==> src/rtl/mce_pkg.sv <==
// rtl/mce_pkg.sv - shared opcodes, ALU ops and sequencer states for the multicycle exec unit
package mce_pkg;

  localparam logic [5:0] OP_RTYPE = 6'h00;
  localparam logic [5:0] OP_JAL   = 6'h03;
  localparam logic [5:0] OP_ADDI  = 6'h08;
  localparam logic [5:0] OP_ORI   = 6'h0D;

  localparam logic [5:0] F_ADD = 6'h20;
  localparam logic [5:0] F_SUB = 6'h22;
  localparam logic [5:0] F_AND = 6'h24;
  localparam logic [5:0] F_OR  = 6'h25;
  localparam logic [5:0] F_SLT = 6'h2A;

  typedef enum logic [2:0] {ADD, SUB, AND, OR, SLT} alu_op_t;

  typedef enum logic [1:0] {IDLE, DECODE, EXEC, WB} state_t;

endpackage

==> src/rtl/mce_regfile.sv <==
// rtl/mce_regfile.sv - NREGS x WIDTH register file, two async reads, one sync write, R0 tied to zero
import mce_pkg::*;

module mce_regfile #(
  parameter int WIDTH = 32,
  parameter int NREGS = 32,
  localparam int AW = $clog2(NREGS)
) (
  input  logic             clk,
  input  logic             reset,
  input  logic [AW-1:0]    raddr_a,
  input  logic [AW-1:0]    raddr_b,
  output logic [WIDTH-1:0] rdata_a,
  output logic [WIDTH-1:0] rdata_b,
  input  logic             we,
  input  logic [AW-1:0]    waddr,
  input  logic [WIDTH-1:0] wdata
);

  logic [WIDTH-1:0] regs [NREGS];

  // Write port; R0 is never stored so it always reads back as zero
  always_ff @(posedge clk) begin
    if (reset) begin
      for (int i = 0; i < NREGS; i++) regs[i] <= '0;
    end else if (we && (waddr != '0)) begin
      regs[waddr] <= wdata;
    end
  end

  assign rdata_a = (raddr_a == '0) ? '0 : regs[raddr_a];
  assign rdata_b = (raddr_b == '0) ? '0 : regs[raddr_b];

endmodule

==> src/rtl/multicycle_exec_unit.sv <==
// rtl/multicycle_exec_unit.sv - IDLE/DECODE/EXEC/WB sequenced ALU and jal execution slice
import mce_pkg::*;

module multicycle_exec_unit #(
  parameter int WIDTH    = 32,
  parameter int NREGS    = 32,
  parameter int LINK_REG = 31
) (
  input  logic             clk,
  input  logic             reset,
  input  logic             instr_valid,
  output logic             instr_ready,
  input  logic [31:0]      instr,
  input  logic [WIDTH-1:0] pc,
  input  logic             ext_we,
  input  logic [4:0]       ext_waddr,
  input  logic [WIDTH-1:0] ext_wdata,
  output logic             result_valid,
  output logic [WIDTH-1:0] result,
  output logic             zero,
  output logic             illegal
);

  localparam int AW = $clog2(NREGS);

  state_t           state, state_next;
  logic [31:0]      ir;
  logic [WIDTH-1:0] pc_q, a_q, b_q, imm_q, alu_out, alu_result, src_b;
  logic [WIDTH-1:0] rdata_a, rdata_b;
  logic             accept;

  logic [5:0]       opcode, funct;
  alu_op_t          alu_op;
  logic [AW-1:0]    dest;
  logic             use_imm, imm_zext, is_jal, illegal_dec;

  logic             int_we, rf_we;
  logic [AW-1:0]    rf_waddr;
  logic [WIDTH-1:0] rf_wdata;

  assign accept = instr_valid & instr_ready;
  assign opcode = ir[31:26];
  assign funct  = ir[5:0];

  // Sequencer state register
  always_ff @(posedge clk) begin
    if (reset) state <= IDLE;
    else       state <= state_next;
  end

  // Next state and handshake: only IDLE can take a new instruction
  always_comb begin
    state_next  = state;
    instr_ready = 1'b0;
    case (state)
      IDLE: begin
        instr_ready = 1'b1;
        if (instr_valid) state_next = DECODE;
      end
      DECODE:  state_next = EXEC;
      EXEC:    state_next = WB;
      WB:      state_next = IDLE;
      default: state_next = IDLE;
    endcase
  end

  // Instruction decode from the held IR
  always_comb begin
    alu_op      = ADD;
    dest        = ir[11 +: AW];
    use_imm     = 1'b0;
    imm_zext    = 1'b0;
    is_jal      = 1'b0;
    illegal_dec = 1'b0;
    case (opcode)
      OP_RTYPE: begin
        case (funct)
          F_ADD:   alu_op = ADD;
          F_SUB:   alu_op = SUB;
          F_AND:   alu_op = AND;
          F_OR:    alu_op = OR;
          F_SLT:   alu_op = SLT;
          default: illegal_dec = 1'b1;
        endcase
      end
      OP_ADDI: begin
        use_imm = 1'b1;
        dest    = ir[16 +: AW];
      end
      OP_ORI: begin
        alu_op   = OR;
        use_imm  = 1'b1;
        imm_zext = 1'b1;
        dest     = ir[16 +: AW];
      end
      OP_JAL: begin
        is_jal = 1'b1;
        dest   = AW'(LINK_REG);
      end
      default: illegal_dec = 1'b1;
    endcase
  end

  assign src_b = is_jal ? WIDTH'(4) : (use_imm ? imm_q : b_q);

  // ALU; unsupported instructions produce zero
  always_comb begin
    alu_result = '0;
    case (alu_op)
      ADD:     alu_result = a_q + src_b;
      SUB:     alu_result = a_q - src_b;
      AND:     alu_result = a_q & src_b;
      OR:      alu_result = a_q | src_b;
      SLT:     alu_result = WIDTH'($signed(a_q) < $signed(src_b));
      default: alu_result = '0;
    endcase
    if (illegal_dec) alu_result = '0;
  end

  // Datapath latches and result outputs, each loaded in its own state
  always_ff @(posedge clk) begin
    if (reset) begin
      ir           <= '0;
      pc_q         <= '0;
      a_q          <= '0;
      b_q          <= '0;
      imm_q        <= '0;
      alu_out      <= '0;
      result_valid <= 1'b0;
      result       <= '0;
      zero         <= 1'b1;
      illegal      <= 1'b0;
    end else begin
      result_valid <= 1'b0;
      if (accept) begin
        ir   <= instr;
        pc_q <= pc;
      end
      if (state == DECODE) begin
        a_q   <= is_jal ? pc_q : rdata_a;
        b_q   <= rdata_b;
        imm_q <= imm_zext ? WIDTH'(ir[15:0]) : WIDTH'($signed(ir[15:0]));
      end
      if (state == EXEC) alu_out <= alu_result;
      if (state == WB) begin
        result_valid <= 1'b1;
        result       <= alu_out;
        zero         <= (alu_out == '0);
        illegal      <= illegal_dec;
      end
    end
  end

  // Writeback owns the write port in WB; an external write that cycle is dropped
  assign int_we   = (state == WB) && !illegal_dec;
  assign rf_we    = int_we | ext_we;
  assign rf_waddr = int_we ? dest : ext_waddr[AW-1:0];
  assign rf_wdata = int_we ? alu_out : ext_wdata;

  mce_regfile #(.WIDTH(WIDTH), .NREGS(NREGS)) u_regfile (
    .clk     (clk),
    .reset   (reset),
    .raddr_a (ir[21 +: AW]),
    .raddr_b (ir[16 +: AW]),
    .rdata_a (rdata_a),
    .rdata_b (rdata_b),
    .we      (rf_we),
    .waddr   (rf_waddr),
    .wdata   (rf_wdata)
  );

endmodule
==> config.mk <==
export PLATFORM = sky130hd
export DESIGN_NAME = multicycle_exec_unit
export DESIGN_NICKNAME = d
export VERILOG_FILES = /design/src/rtl/mce_pkg.sv /design/src/rtl/mce_regfile.sv /design/src/rtl/multicycle_exec_unit.sv
export SDC_FILE = /design/constraint.sdc
export NUM_CORES = 2
export LEC_CHECK = 0
export CAP_MARGIN = 20
export CORE_ASPECT_RATIO = 1.5
export CORE_UTILIZATION = 30
export DETAILED_ROUTE_END_ITERATION = 10
export MAX_ROUTING_LAYER = met4
export PLACE_DENSITY = 0.5
export SYNTH_ARGS = -nofsm -noshare
export SYNTH_HDL_FRONTEND = slang
export SYNTH_HIERARCHICAL = 1
export SYNTH_SLANG_ARGS = --single-unit
==> constraint.sdc <==
create_clock -name clk -period 4.6 [get_ports clk]
set_input_delay 0.46 -clock clk [delete_from_list [all_inputs] [get_ports clk]]
set_output_delay 0.46 -clock clk [all_outputs]
set_load 0.05 [all_outputs]
Word-level counts from Yosys, hierarchy flattened:

Memory sizes are Yosys's and may differ from the RTL's. A register that Yosys moved wholly into a read port is not among the register bits.
Index checks and enable logic that the tools add are counted.

* register bits after elaboration: 229
* memory bits (writable): 1024
* output and inout bits: 36
* logic and storage cells: 83
* memories: 1

* add/subtract/negate cells: 2
* $lt $le $gt $ge: 1
* equality and inequality tests: 16
* mux-type cells: 34
* bitwise gates (word level): 4
* reductions and logical operators: 14

Memories
* u_regfile.regs: words 32, width 32, rd ports 2, clocked after Yosys merged registers in 2, wr ports 32, line mce_regfile.sv:20 `logic [WIDTH-1:0] regs [NREGS];`

Operators by type and width (number)
* two-way mux 32 bit: 9
* one-hot mux 32 bit (5 select lines): 1
* adder 32 bit: 1
* bitwise AND 32 bit: 1
* zero test 32 bit: 1
* less-than comparator 32 bit: 1
* OR 32 bit: 1
* OR reduction 32 bit: 1
* subtractor 32 bit: 1
* == test 6 bit (second input constant): 5
* two-way mux 5 bit: 6
* == test 6 x 4 -> 1 bit (second input constant): 2
* two-way mux 1 bit: 12
* one-hot mux 3 bit (4 select lines): 1
* zero test 5 bit: 2
* one-hot mux 5 bit (2 select lines): 1
* one-hot mux 2 bit (4 select lines): 1
* == test 3 x 2 -> 1 bit (second input constant): 2
* == test 6 x 2 -> 1 bit (second input constant): 1
* zero test 6 bit: 1
* one-hot mux 3 bit (2 select lines): 1
* nonzero test 5 bit: 1
* OR reduction 5 bit: 1
* == test 2 bit (second input constant): 2
* 14 further kinds: 15

Logic depth before layout (Yosys ltp):

* depth after elaboration: 14
* mapped depth: 18
* mapped depth without buffers: 15

By module:

Netlist, hierarchy kept.

Modules (own cells, without submodules)
* mce_regfile: times used 1, cells an instance 3502, area an instance 54255.8 µm², sequential area each 30749.5 µm²
* multicycle_exec_unit: times used 1, cells an instance 1791, area an instance 13923.4 µm², sequential area each 4284.1 µm²

Worst setup path before layout:

OpenSTA, ideal clock, no wires.

* path kind: reg2reg
* start point: reg ir[27]
* end point: reg alu_out[31]
* library setup time: 0.062 ns
* arrival time: 4.129 ns
* data required time: 4.538 ns
* path slack: 0.408 ns
* cell stages (with the launch flop): 17
* clock period less this slack: 4.192 ns
* path through: dfxtp_1 > nor4b_1 > nand2_1 > buf_1 > mux2i_1 > or2_2 > ha_1 > buf_4 > or3b_1 > o2111ai_2 > a311oi_2 > o311ai_2 > a41oi_1 > a311o_1 > or4_1 > a21oi_1 > nand3b_1

* cells in the longest elaborated chain, start to end: 8
* elaborated cells between the ends (all ways): 23
* classes of those cells: add/sub (2); eq/ne (7); mux (8); bitwise (2); reduce/logical (4)

Ends and longest elaborated chain
* start: declaration: line multicycle_exec_unit.sv:27 `logic [31:0] ir;`
* start signal: assignment: line multicycle_exec_unit.sv:136 `ir <= instr;`
* == test 6 x 4 -> 1 bit: line multicycle_exec_unit.sv:75 `case (opcode)`
* OR reduction 2 bit (no source line)
* two-way mux 1 bit: line multicycle_exec_unit.sv:75
* two-way mux 32 bit (2 in series): line multicycle_exec_unit.sv:104 `assign src_b = is_jal ? WIDTH'(4) : (use_imm ? imm_q : b_q);`
* subtractor 32 bit, or another cell as far along: line multicycle_exec_unit.sv:111 `SUB: alu_result = a_q - src_b;`
* one-hot mux 32 bit (5 select lines): line multicycle_exec_unit.sv:109 `case (alu_op)`
* two-way mux 32 bit *: line multicycle_exec_unit.sv:117 `if (illegal_dec) alu_result = '0;`
* end signal: assignment: line multicycle_exec_unit.sv:144 `if (state == EXEC) alu_out <= alu_result;`
* end: declaration: line multicycle_exec_unit.sv:28 `logic [WIDTH-1:0] pc_q, a_q, b_q, imm_q, alu_out, alu_result, src_b;`

Every way passes the cells marked *; elsewhere a longest branch is shown, timed or not.
A chain may end at the register's enable or synchronous reset.

Final worst setup path:

* start point: reg ir[31]
* end point: reg alu_out[24]

Same word-level chain as after synthesis.

==> impl_metrics.sql <==
INSERT INTO impl_metrics (metric_group, metric, value, unit) VALUES
('outcome', 'status', 'completed', ''),
('logic_synthesis', 'synthesis.yosys.warnings', '6', ''),
('logic_synthesis', 'yosys.cell_types.count', '84', ''),
('clock_network', 'cts_buffers', '117', ''),
('logic_synthesis', 'synthDominantAreaCellType', 'sky130_fd_sc_hd__edfxtp_1', ''),
('logic_synthesis', 'synthFlopType', 'sky130_fd_sc_hd__edfxtp_1', ''),
('die', 'pin_count', '141', ''),
('die', 'die_height', '586', 'microns'),
('clock_network', 'clock_sink_count', '1238', ''),
('sta', 'unrepaired_setup_endpoints_after_global_routing', 'no', ''),
('drt', 'ant_nets', '0', ''),
('clock_network', 'cts_setup_buffers', '0', ''),
('logic_synthesis', 'synth_async_sr_flop_share', '0', ''),
('worst_setup_path', 'timing.critical_path.arrival', '5.07', 'ns'),
('worst_hold_path', 'worstHoldPathType', 'primary input to register', ''),
('logic_synthesis', 'yosysSeqAreaShare', '0.514', ''),
('clock_network', 'cts_buffer_depth', '3', ''),
('worst_setup_path', 'critical_path.max_fanout', '5', ''),
('die', 'placementRows', '214', ''),
('pwr', 'power_density', '467', 'mW/mm^2'),
('drt', 'detailedRoute.firstPassIterationCount', '6', ''),
('layout', 'layout.cells.non_filler', '8614', ''),
('logic_synthesis', 'edff_count_synth', '1024', ''),
('layout', 'seqCellArea', '0.0351', 'sq mm'),
('place', 'numPlacedInstances', '8387', ''),
('drt', 'finalWirelength', '254', 'mm'),
('sta', 'slew_headroom', '0.254', ''),
('sta', 'timing.final.crit_share', '0.968', ''),
('clock_network', 'clk-insertion-delay-late', '0.75', 'ns'),
('logic_synthesis', 'synth.cell_area', '0.0682', 'sq mm'),
('place', 'post-dp-hpwl', '180', 'mm'),
('place', 'io_buffers', '140', ''),
('place', 'gpl.final_weighted_congestion', '0.970', ''),
('die', 'initial_core_util', '0.301', ''),
('drt', 'drc', '0', ''),
('sta', 'count_of_final_setup_violators', '0', ''),
('place', 'place_area', '0.0754', 'sq mm'),
('global_route', 'antenna_violations_before_repair', '9', ''),
('logic_synthesis', 'synthesis.instances', '5293', ''),
('layout', 'fillers', '21900', ''),
('clock_network', 'h-tree-depth', '3', ''),
('sta', 'fin_crit', '4.45', 'ns'),
('worst_setup_path', 'worst-setup-path-type', 'register to register', ''),
('drt', 'post_drt_via_cell_ratio', '5.38', ''),
('drt', 'routedWlPerCell', '29.5', 'microns'),
('worst_setup_path', 'worst-endpoint-required', '5.21', 'ns'),
('logic_synthesis', 'synthesis_stage_register_bit_count', '1238', ''),
('sta', 'fmax', '0.225', 'GHz'),
('worst_setup_path', 'critical-path-max-stage-delay', '0.43', 'ns'),
('die', 'die-width', '391', 'microns'),
('global_route', 'grt_pass1_wl', '357', 'mm'),
('global_route', 'grt_overflow_total', '0', ''),
('sta', 'clock_skew', '0.0362', 'ns'),
('global_route', 'grt_pass1_vias', '47600', ''),
('layout', 'syn_to_final_growth', '16.5', '%'),
('drt', 'num_vias', '46300', ''),
('layout', 'num-nets-final', '5707', ''),
('layout', 'post_route_cells_drive_above_1_share', '0.224', ''),
('worst_setup_path', 'critical-path-top-cell-by-count', 'sky130_fd_sc_hd__buf_4', ''),
('drt', 'drtIter0Drc', '3446', ''),
('logic_synthesis', 'synth_commonest_cells', '1024 x sky130_fd_sc_hd__edfxtp_1, 1001 x sky130_fd_sc_hd__and2_1, 472 x sky130_fd_sc_hd__mux4_2', ''),
('pwr', 'irDropWorstVdd', '313', 'uV'),
('logic_synthesis', 'post_synth_main_area_contributors', 'sky130_fd_sc_hd__edfxtp_1 45%, sky130_fd_sc_hd__mux4_2 16%, sky130_fd_sc_hd__and2_1 9.2%', ''),
('global_route', 'grt_max_degree', '73', ''),
('layout', 'finalInstanceArea', '0.0794', 'sq mm'),
('logic_synthesis', 'post-synth-top-count-cell', 'sky130_fd_sc_hd__edfxtp_1', ''),
('layout', 'multi_input_area', '0.0309', 'sq mm'),
('clock_network', 'tritoncts', 'built', ''),
('die', 'coreArea', '0.226', 'sq mm'),
('logic_synthesis', 'post-synth-top-area-fraction', '0.451', ''),
('worst_setup_path', 'timing.critical_path.from_type', 'register', '');
[timing repair]
item | CTS | global route
pin swaps | 0 | 5
endpoints found under the hold margin | 0 | 0
endpoints found under the setup margin | 8 | 15
gates resized for setup | 3 | 14
gates cloned | 0 | 0
hold buffers | 0 | 0
[power by group]
| part | internal (W) | total (W) | switching (W) |
|---|---|---|---|
| logic | 0.00554 | 0.0133 | 0.00779 |
| clock network | 0.00568 | 0.0102 | 0.00451 |
| registers | 0.0128 | 0.0135 | 0.000731 |
[critical path, delay by kind of cell (launching register included)]
kind                     cells  cell delay (ns)
AO/OA/AOI/OAI                8             1.86
buffers and inverters        6             0.94
AND/OR/NAND/NOR              4             0.69
adder cells (fa/ha/maj)      1             0.38
flip-flops                   1             0.33
multiplexers                 1             0.13
[area by class of cell]
type,count,share of cell area
repair buffers,542,0.0663
inverters,108,0.00511
clock inverters,60,0.00802
multi-input cells,3475,0.390
clock buffers,159,0.0415
diodes,8,0.000252
flip-flops and latches,1238,0.442
well taps,3024,0.0477
[path summary, 6_finish.rpt]
path                         start                        to  slack [ns]  depth (start not counted)
min                          reset      b_q[11]$_SDFFE_PP0N_        0.15                          2
max            ir[31]$_SDFFE_PP0P_  alu_out[24]$_SDFFE_PP0P_        0.15                         20
min reg2reg  pc_q[21]$_SDFFE_PP0P_     pc_q[21]$_SDFFE_PP0P_        0.46                          2
max reg2reg    ir[31]$_SDFFE_PP0P_  alu_out[24]$_SDFFE_PP0P_        0.15                         20
[placed cells by master (no fill, tap or decap), types with 21 or more instances in the layout]
| cell | netlist | final |
|---|---|---|
| sky130_fd_sc_hd__a2111oi_1 | 41 | 41 |
| sky130_fd_sc_hd__a21oi_1 | 182 | 179 |
| sky130_fd_sc_hd__a221o_1 | 21 | 21 |
| sky130_fd_sc_hd__a22o_1 | 53 | 53 |
| sky130_fd_sc_hd__a22oi_1 | 31 | 31 |
| sky130_fd_sc_hd__a311oi_1 | 36 | 35 |
| sky130_fd_sc_hd__and2_1 | 1001 | 999 |
| sky130_fd_sc_hd__buf_12 | 0 | 67 |
| sky130_fd_sc_hd__buf_4 | 39 | 335 |
| sky130_fd_sc_hd__clkbuf_1 | 368 | 22 |
| sky130_fd_sc_hd__clkbuf_16 | 0 | 122 |
| sky130_fd_sc_hd__clkdlybuf4s50_1 | 0 | 139 |
| sky130_fd_sc_hd__conb_1 | 1 | 32 |
| sky130_fd_sc_hd__dfxtp_1 | 214 | 206 |
| sky130_fd_sc_hd__edfxtp_1 | 1024 | 1024 |
| sky130_fd_sc_hd__ha_1 | 118 | 114 |
| sky130_fd_sc_hd__inv_1 | 106 | 106 |
| sky130_fd_sc_hd__mux2_2 | 63 | 63 |
| sky130_fd_sc_hd__mux2i_1 | 257 | 257 |
| sky130_fd_sc_hd__mux4_2 | 472 | 472 |
| sky130_fd_sc_hd__nand2_1 | 273 | 271 |
| sky130_fd_sc_hd__nand3_1 | 24 | 24 |
| sky130_fd_sc_hd__nor2_1 | 255 | 220 |
| sky130_fd_sc_hd__nor2b_1 | 29 | 27 |
| sky130_fd_sc_hd__nor3_1 | 78 | 76 |
| sky130_fd_sc_hd__o21ai_0 | 49 | 49 |
| sky130_fd_sc_hd__o22ai_1 | 109 | 109 |
| sky130_fd_sc_hd__or2_2 | 49 | 48 |
[stage by stage]
step	setup TNS (ns)	total power, W	utilization	setup slack [ns]	hold slack, ns
finish	0	0.0370	0.351	0.146	0.146
detailed placement	-0.387	0.0269	0.333	-0.182	0.452
global placement	-1.33	0.0268	0.333	-0.300	0.445
CTS	0	0.0371	0.350	0.0373	0.112
global route	0	0.0384	0.351	0.00608	0.148
floorplan	0	0.0210	-	0.408	0.433
[logic make-up (layout without fill, tap and decap cells)]
| logic type | count (synthesis) | in the layout | share of synthesized area |
|---|---|---|---|
| other | 1 | 40 | 0.0000550 |
| adder cells (fa/ha/maj) | 120 | 120 | 0.0222 |
| AO/OA/AOI/OAI | 711 | 711 | 0.0733 |
| flip-flops | 1238 | 1238 | 0.514 |
| buffers and inverters | 611 | 869 | 0.0390 |
| XOR/XNOR | 9 | 9 | 0.00116 |
| AND/OR/NAND/NOR | 1811 | 1811 | 0.146 |
| multiplexers | 792 | 792 | 0.204 |
[layer usage]
| layer | vias up | share of wire | GRT usage | routed length [microns] |
|---|---|---|---|---|
| met5 | - | 0 | - | 0 |
| met4 | 0 | 0.048 | 0.102 | 12300 |
| met3 | 496 | 0.043 | 0.0200 | 10900 |
| met2 | 1586 | 0.54 | 0.415 | 137000 |
| met1 | 24000 | 0.37 | 0.242 | 94300 |
| li1 | 20200 | - | - | - |
[sequential cells by signal, summed over array words and instances, names as in the netlist]
name and flops:
alu_out 32, result_valid 1, illegal 1, u_regfile/regs 1024, result 32, a_q 32, zero 1, imm_q 17
state 2, ir 32, pc_q 32, b_q 32
No activity file was read; power rests on OpenSTA's default activity.
